===== src/rtl/cache_controller.sv =====
// cache_controller: sequencer for a 4-way set-associative cache with
// write-through stores, read-miss fill from backing memory, per-set FIFO
// replacement pointers and saturating hit/miss statistics.
module cache_controller #(
    parameter int NUM_SETS  = 32,
    parameter int NUM_WAYS  = 4,
    parameter int INDEX_LSB = 5,
    parameter int CNT_W     = 16,
    localparam int IDX_W    = $clog2(NUM_SETS),
    localparam int WAY_W    = $clog2(NUM_WAYS)
) (
    input  logic             clk,
    input  logic             reset,
    input  logic             cpu_req,
    input  logic             cpu_we,
    input  logic [31:0]      cpu_addr,
    input  logic [31:0]      cpu_wdata,
    output logic [31:0]      cpu_rdata,
    output logic             cpu_ready,
    output logic             cpu_busy,
    output logic             c_read,
    output logic             c_write,
    output logic [31:0]      c_addr,
    output logic [31:0]      c_wdata,
    input  logic [31:0]      c_rdata,
    input  logic             c_hit,
    output logic [WAY_W-1:0] c_replace_way,
    output logic             mem_req,
    output logic             mem_we,
    output logic [31:0]      mem_addr,
    output logic [31:0]      mem_wdata,
    input  logic [31:0]      mem_rdata,
    input  logic             mem_ack,
    output logic [CNT_W-1:0] hit_count,
    output logic [CNT_W-1:0] miss_count
);

    localparam logic [2:0] S_IDLE   = 3'd0;
    localparam logic [2:0] S_LOOKUP = 3'd1;
    localparam logic [2:0] S_MEM_RD = 3'd2;
    localparam logic [2:0] S_FILL   = 3'd3;
    localparam logic [2:0] S_MEM_WR = 3'd4;
    localparam logic [2:0] S_RESP   = 3'd5;

    logic [2:0]                      state_q, state_d;
    logic                            we_q, we_d;
    logic [31:0]                     addr_q, addr_d;
    logic [31:0]                     wdata_q, wdata_d;
    logic [31:0]                     rdata_q, rdata_d;
    logic                            lk_hit_q, lk_hit_d;
    logic [CNT_W-1:0]                hit_q, hit_d;
    logic [CNT_W-1:0]                miss_q, miss_d;
    logic [NUM_SETS-1:0][WAY_W-1:0]  ptr_q, ptr_d;
    logic [IDX_W-1:0]                idx;

    assign idx = addr_q[INDEX_LSB +: IDX_W];

    // Next-state and datapath update for the request sequencer
    always_comb begin
        state_d  = state_q;
        we_d     = we_q;
        addr_d   = addr_q;
        wdata_d  = wdata_q;
        rdata_d  = rdata_q;
        lk_hit_d = lk_hit_q;
        hit_d    = hit_q;
        miss_d   = miss_q;
        ptr_d    = ptr_q;
        case (state_q)
            S_IDLE: begin
                if (cpu_req) begin
                    we_d    = cpu_we;
                    addr_d  = cpu_addr;
                    wdata_d = cpu_wdata;
                    state_d = S_LOOKUP;
                end
            end
            S_LOOKUP: begin
                lk_hit_d = c_hit;
                if (c_hit) hit_d  = (hit_q  == '1) ? hit_q  : hit_q  + CNT_W'(1);
                else       miss_d = (miss_q == '1) ? miss_q : miss_q + CNT_W'(1);
                if (we_q) begin
                    state_d = S_MEM_WR;
                end else if (c_hit) begin
                    rdata_d = c_rdata;
                    state_d = S_RESP;
                end else begin
                    state_d = S_MEM_RD;
                end
            end
            S_MEM_RD: begin
                if (mem_ack) begin
                    rdata_d = mem_rdata;
                    state_d = S_FILL;
                end
            end
            S_MEM_WR: begin
                if (mem_ack) state_d = S_FILL;
            end
            S_FILL: begin
                // Only a miss allocates a new way, so only a miss advances the FIFO
                if (!lk_hit_q)
                    ptr_d[idx] = (ptr_q[idx] == WAY_W'(NUM_WAYS - 1)) ? '0 : ptr_q[idx] + WAY_W'(1);
                state_d = S_RESP;
            end
            S_RESP:  state_d = S_IDLE;
            default: state_d = S_IDLE;
        endcase
    end

    // State registers; async reset aborts any in-flight access
    always_ff @(posedge clk or posedge reset) begin
        if (reset) begin
            state_q  <= S_IDLE;
            we_q     <= 1'b0;
            addr_q   <= '0;
            wdata_q  <= '0;
            rdata_q  <= '0;
            lk_hit_q <= 1'b0;
            hit_q    <= '0;
            miss_q   <= '0;
            ptr_q    <= '0;
        end else begin
            state_q  <= state_d;
            we_q     <= we_d;
            addr_q   <= addr_d;
            wdata_q  <= wdata_d;
            rdata_q  <= rdata_d;
            lk_hit_q <= lk_hit_d;
            hit_q    <= hit_d;
            miss_q   <= miss_d;
            ptr_q    <= ptr_d;
        end
    end

    // Strobes decode straight from state so reset drops them without a clock
    assign cpu_ready     = (state_q == S_RESP);
    assign cpu_busy      = (state_q != S_IDLE);
    assign cpu_rdata     = rdata_q;
    assign c_read        = (state_q == S_LOOKUP);
    assign c_write       = (state_q == S_FILL);
    assign c_addr        = addr_q;
    // On a read fill the fetched word already sits in the load-data register
    assign c_wdata       = we_q ? wdata_q : rdata_q;
    assign c_replace_way = ptr_q[idx];
    assign mem_req       = (state_q == S_MEM_RD) || (state_q == S_MEM_WR);
    assign mem_we        = (state_q == S_MEM_WR);
    assign mem_addr      = addr_q;
    assign mem_wdata     = wdata_q;
    assign hit_count     = hit_q;
    assign miss_count    = miss_q;

endmodule


===== config.mk =====
export PLATFORM = sky130hd
export DESIGN_NAME = cache_controller
export DESIGN_NICKNAME = d
export VERILOG_FILES = /design/src/rtl/cache_controller.sv
export SDC_FILE = /design/constraint.sdc
export NUM_CORES = 1
export LEC_CHECK = 0
export ABC_AREA = 1
export BUFFER_PORTS_ARGS = -buffer_cell sky130_fd_sc_hd__clkbuf_2
export CAP_MARGIN = 20
export CORE_MARGIN = 4
export CORE_UTILIZATION = 51
export CTS_CLUSTER_SIZE = 20
export DETAILED_ROUTE_END_ITERATION = 10
export PLACE_DENSITY = 0.87
export SLEW_MARGIN = 15
export SYNTH_ARGS = -nofsm -noshare
export SYNTH_HDL_FRONTEND = slang
export SYNTH_SLANG_ARGS = --single-unit

===== constraint.sdc =====
create_clock -name clk -period 9.4 [get_ports clk]
set_clock_uncertainty 0.1 [all_clocks]
set_input_delay 1.88 -clock clk [delete_from_list [all_inputs] [get_ports clk]]
set_output_delay 1.88 -clock clk [all_outputs]
set_load 0.01 [all_outputs]

# --- Yosys cells after proc, flatten, opt, wreduce, memory -nomap -nowiden ---
# Cells that the tools add are included.
op_classes:
  add_sub_neg: 3
  multipliers: 0
  div_mod_pow: 0
  n_lt_le_gt_ge: 2
  n_eq_ne: 13
  shifts: 0
  n_mux: 16
  bitwise_logic: 4
  n_reduce_logical: 12
ops:
  columns: ["op", "count"]
  rows:
  - ["32-bit two-way mux", 4]
  - ["64-bit bitwise mux", 1]
  - ["32-bit case mux with 2 select lines", 1]
  - ["16-bit by 1-bit adder with 16-bit output, second input constant", 2]
  - ["16-bit equality test, second input constant", 2]
  - ["3-bit two-way mux", 4]
  - ["3-bit case mux with 4 select lines", 1]
  - ["2-bit binary-select mux with 5-bit select", 1]
  - ["2-bit demux with 5-bit select", 1]
  - ["3-bit by 2-bit equality test with 1-bit output, second input constant", 2]
  - ["3-bit equality test, second input constant", 2]
  - ["5-bit by 6-bit < comparator with 1-bit output, second input constant", 1]
  - ["2-bit two-way mux", 3]
  - ["2-bit != test, second input constant", 3]
  - ["2-bit AND reduction", 3]
  - ["3-bit AND reduction", 2]
  - ["5-bit by 1-bit >= comparator with 1-bit output, second input constant", 1]
  - ["2-bit by 1-bit != test with 1-bit output, second input constant", 2]
  - ["1-bit inverter", 4]
  - ["4-bit AND reduction", 1]
  - ["3-bit by 1-bit equality test with 1-bit output, second input constant", 1]
  - ["3-bit logical NOT", 1]
  - ["3-bit nonzero test", 1]
  - ["2-bit by 1-bit adder with 2-bit output, second input constant", 1]
  - ["5 further kinds", 5]
totals:
  ff_bits: 197
  latch_bits: 0
  mem_bits_rw: 0
  rom_bits: 0
  in_bits: 134
  out_inout_bits: 200
  elab_cells: 90
  memories: 0

# --- Depth between registers and ports, before layout ---
logic_depth:
  depth_word: 5
  depth_mapped: 16
  mapped_depth_nobuf: 13

# --- Least setup slack after synthesis ---
# No wires, ideal clock.
synth_timing:
  path_kind: "register to output"
  start: "register addr_q[5], in the netlist c_addr[5]"
  end: "output c_replace_way[0]"
  arrival_time_ps: 1469
  t_required_ps: 7420
  path_slack_ps: 5951
  path_stages_with_launch: 11
  path_buffers: 3
  path_cell_list: "dfrtp_1 > buf_4 > buf_2 > nor2_1 > nand2_1 > nand3_1 > nand2_1 > nand2_1 > nor2_1 > nand2_2 > buf_2"
synth_via:
  elab_chain_cells: 2
synth_rtl:
  columns: ["item", "line", "text"]
  rows:
  - ["start: declaration", "47", "logic [31:0] addr_q, addr_d;"]
  - ["start signal: assignment", "126", "addr_q <= addr_d;"]
  - ["2-bit binary-select mux with 5-bit select", "145", "assign c_replace_way = ptr_q[idx];"]
  - ["2-bit two-way mux (implied by the code)", "145", null]
  - ["end: declaration", "27", "output logic [WAY_W-1:0] c_replace_way,"]
# Every way passes these cells. The select of a mux whose other input is x is not followed.

# --- Final worst setup path ---
# Same ends and word-level chain as after synthesis.

==> qor.yml <==
path_clk_slew_ps: 80
p_switching_mw: 1.65
max-vdd-ir-drop_uv: 222
htreeDepth: 4
synth_seq_cells: 197
internal_power_mw: 2.20
synth-main-ff-cell: "dfrtp_1"
drtPass1Iterations: 5
drt_iter0_drc: 595
holdPathStages: 2
clock-root-buffer: "clkbuf_16"
critPathLaunchType: "register"
row_count: 50
power_mw: 3.85
p_per_area_mw_per_mm2: 320
synth_area_leaders: "dfrtp_1 50%, nand2_1 18%, mux2_2 6.8%"
antenna_found_initial: 3
fillers: 1570
coreArea_mm2: 0.0188
clkLatencyLatePin_ps: 430
outcome: "complete, no violations"
cts_resized: 0
drc: 0
globalplace.congestion: 0.921
syn_nets: 1342
die_h_um: 147
hpwl_um: 22600
grt_pass1_wl_um: 48100
yosysMostFrequentCell: "nand2_1"
setup_viol: 0
multiInputGateArea_mm2: 0.00408
reg2reg_from: "c_addr[5]"
die_w_um: 147
syn_inst: 1206
max_freq_mhz: 202
path_class: "register to primary output"
slew-limit-headroom_pct: 38.4
viasPerCell: 5.27
grt_overflow: 0
regArea_mm2: 0.00493
io_pins: 334
endpoint_kind: "primary output"
synth-async-reset-ratio_pct: 100
switching_share_pct: 42.9
synth_area_mm2: 0.00981
finalHoldViolations: 0
synth_top_area_share_pct: 50.2
die_area_mm2: 0.0215
period_share_pct: 52.8
layout.nets: 1621
tns_ps: 0
yosysWarnings: 0
power.share.combinational_pct: 43.2
portBuffers: 333
synthTopCellsByCount: "480 x nand2_1, 197 x dfrtp_1, 110 x nor2_1, 73 x inv_1, 59 x mux2_2"
cts_sinks: 197
ant_nets: 0
timing.hold.ws_ps: 396
area_growth_pct: 22.6
drive_gt1_share_pct: 29.8
grt_pass1_vias: 9173
min_path_type: "register to register"
vias: 9274
r2r_cells: 12
hold_path_startpoint: "ptr_q[40]"
cts_buffer_depth: 2
power.clock.fraction_pct: 20.1
postSynthAreaPerCell_um2: 8.14
initial_utilization_pct: 52.1
grtUsageTotal_pct: 28.0
slew_viol_final: 0
synth_top_area_cell: "dfrtp_1"
postCtsSetupRepairBufs: 0
cp.required_ps: 7420
numCtsBuffers: 17
rr_endpoint: "ptr_q[9]"
cts_tree: "done"
grt_max_degree: 128
hold_buffers: 0
synth_cell_type_count: 32
rsz0062_at_grt: "false"
routed_wl_um: 30700
hold_path_end: "ptr_q[40]"
fin_crit_ps: 4960
wire_per_inst_um: 17.4
maxCapViolations: 0
tightest_slew_ps: 923
synth-edff-count: 0
cp_max_fo: 35
seq_power_share_pct: 36.7
arrival_ps: 2980
rrSetupSlack_ps: 6210
p_leak_nw: 6.45
ys_seq_area_share_pct: 50.2
==> layout by cell type (no fill, tap or decap), types with 2 or more instances in the layout <==
master,synthesis,final
buf_4,33,5
dfrtp_1,197,197
o21ai_0,8,8
nor3_1,18,18
bufinv_16,0,3
nand4_1,7,7
nand2_1,480,480
inv_2,8,8
mux2_2,59,59
clkbuf_1,17,2
inv_8,0,2
nand3_1,48,47
nor2_1,110,110
inv_6,0,3
inv_1,73,72
clkbuf_2,0,333
nor4_1,3,3
xnor2_1,7,7
diode_2,0,2
a31oi_1,33,33
clkbuf_16,0,17
xor2_1,20,20
a21oi_1,8,8
clkinv_4,0,3
o21ai_1,31,31
ha_1,2,2
nand2_2,2,2
o22ai_1,3,3
==> flip-flops by register name (all words and copies together) (netlist names), 3 cells and up <==
signal	count
cpu_rdata	32
miss_count	16
hit_count	16
mem_wdata	32
ptr_q	64
c_addr	32
state_q	3
==> per-stage QoR <==
stage	instance area, um2	worst slack, ps	std cells	utilization [%]
5_1_grt	12000	4160	1759	63.9
2_1_floorplan	9810	2050	1206	-
3_5_place_dp	11400	4950	1724	60.3
3_3_place_gp	11400	5060	1724	60.3
6_report	12000	4440	1760	63.9
4_1_cts	12000	4450	1756	63.6
==> cell families (layout without fill, tap and decap cells) <==
group                      count (synthesis)  count (layout)  share of synthesized area [%]
other                                      0               2                              0
xor gates and xnor gates                  27              27                           2.41
AOI/OAI and AO/OA                         85              85                           4.87
DFF                                      197             197                           50.2
buffers and inverters                    163             455                           8.29
and+or+nand+nor                          673             673                           27.2
adders and majority gates                  2               2                          0.255
muxes                                     59              59                           6.77
==> power by group through the flow <==
| stage | sequential (mW) | clock (mW) | combinational (mW) |
|---|---|---|---|
| floorplan | 1.44 | 0 | 0.982 |
| global placement | 1.40 | 0 | 1.60 |
| detailed placement | 1.41 | 0 | 1.65 |
| CTS | 1.40 | 0.780 | 1.65 |
| global route | 1.45 | 0.820 | 1.80 |
| finish | 1.41 | 0.773 | 1.66 |
==> critical path, cell delays in order, from the launching register on <==
cell and delay, ps:
dfrtp_1 700, buf_4 330, inv_4 170, nor2_1 180, nand2_1 70, nand3_1 80, nand2_1 70, nand2_1 70
nor2_1 40, nand2_2 560, clkbuf_2 260
==> worst max path at each step <==
stage | start | endpoint | cells after the start
final | c_addr[5] | c_replace_way[0] | 10
after global routing | c_addr[5] | c_replace_way[0] | 10
after CTS | c_addr[5] | c_replace_way[0] | 10
after detailed placement | c_addr[5] | c_replace_way[0] | 10
after global placement | c_addr[5] | c_replace_way[0] | 10
after floorplan | reset | c_addr[0] | 1
==> area by class of cell <==
cell class	instances	share of cell area, %
diodes	2	0.0416
clock buffers	20	3.71
clock inverters	12	1.38
inverters	83	2.67
multi-input cells	846	33.9
flip-flops and latches	197	41.0
well taps	260	2.70
repair buffers	340	14.6
==> routing by layer <==
metal | GRT usage [%] | wire, um | vias up
li1 | - | - | 4337
met1 | 33.9 | 11600 | 4400
met2 | 45.7 | 14900 | 433
met3 | 8.14 | 2510 | 102
met5 | 0 | 13 | -
met4 | 14.6 | 1600 | 2
(Power assumes the default switching activity.)
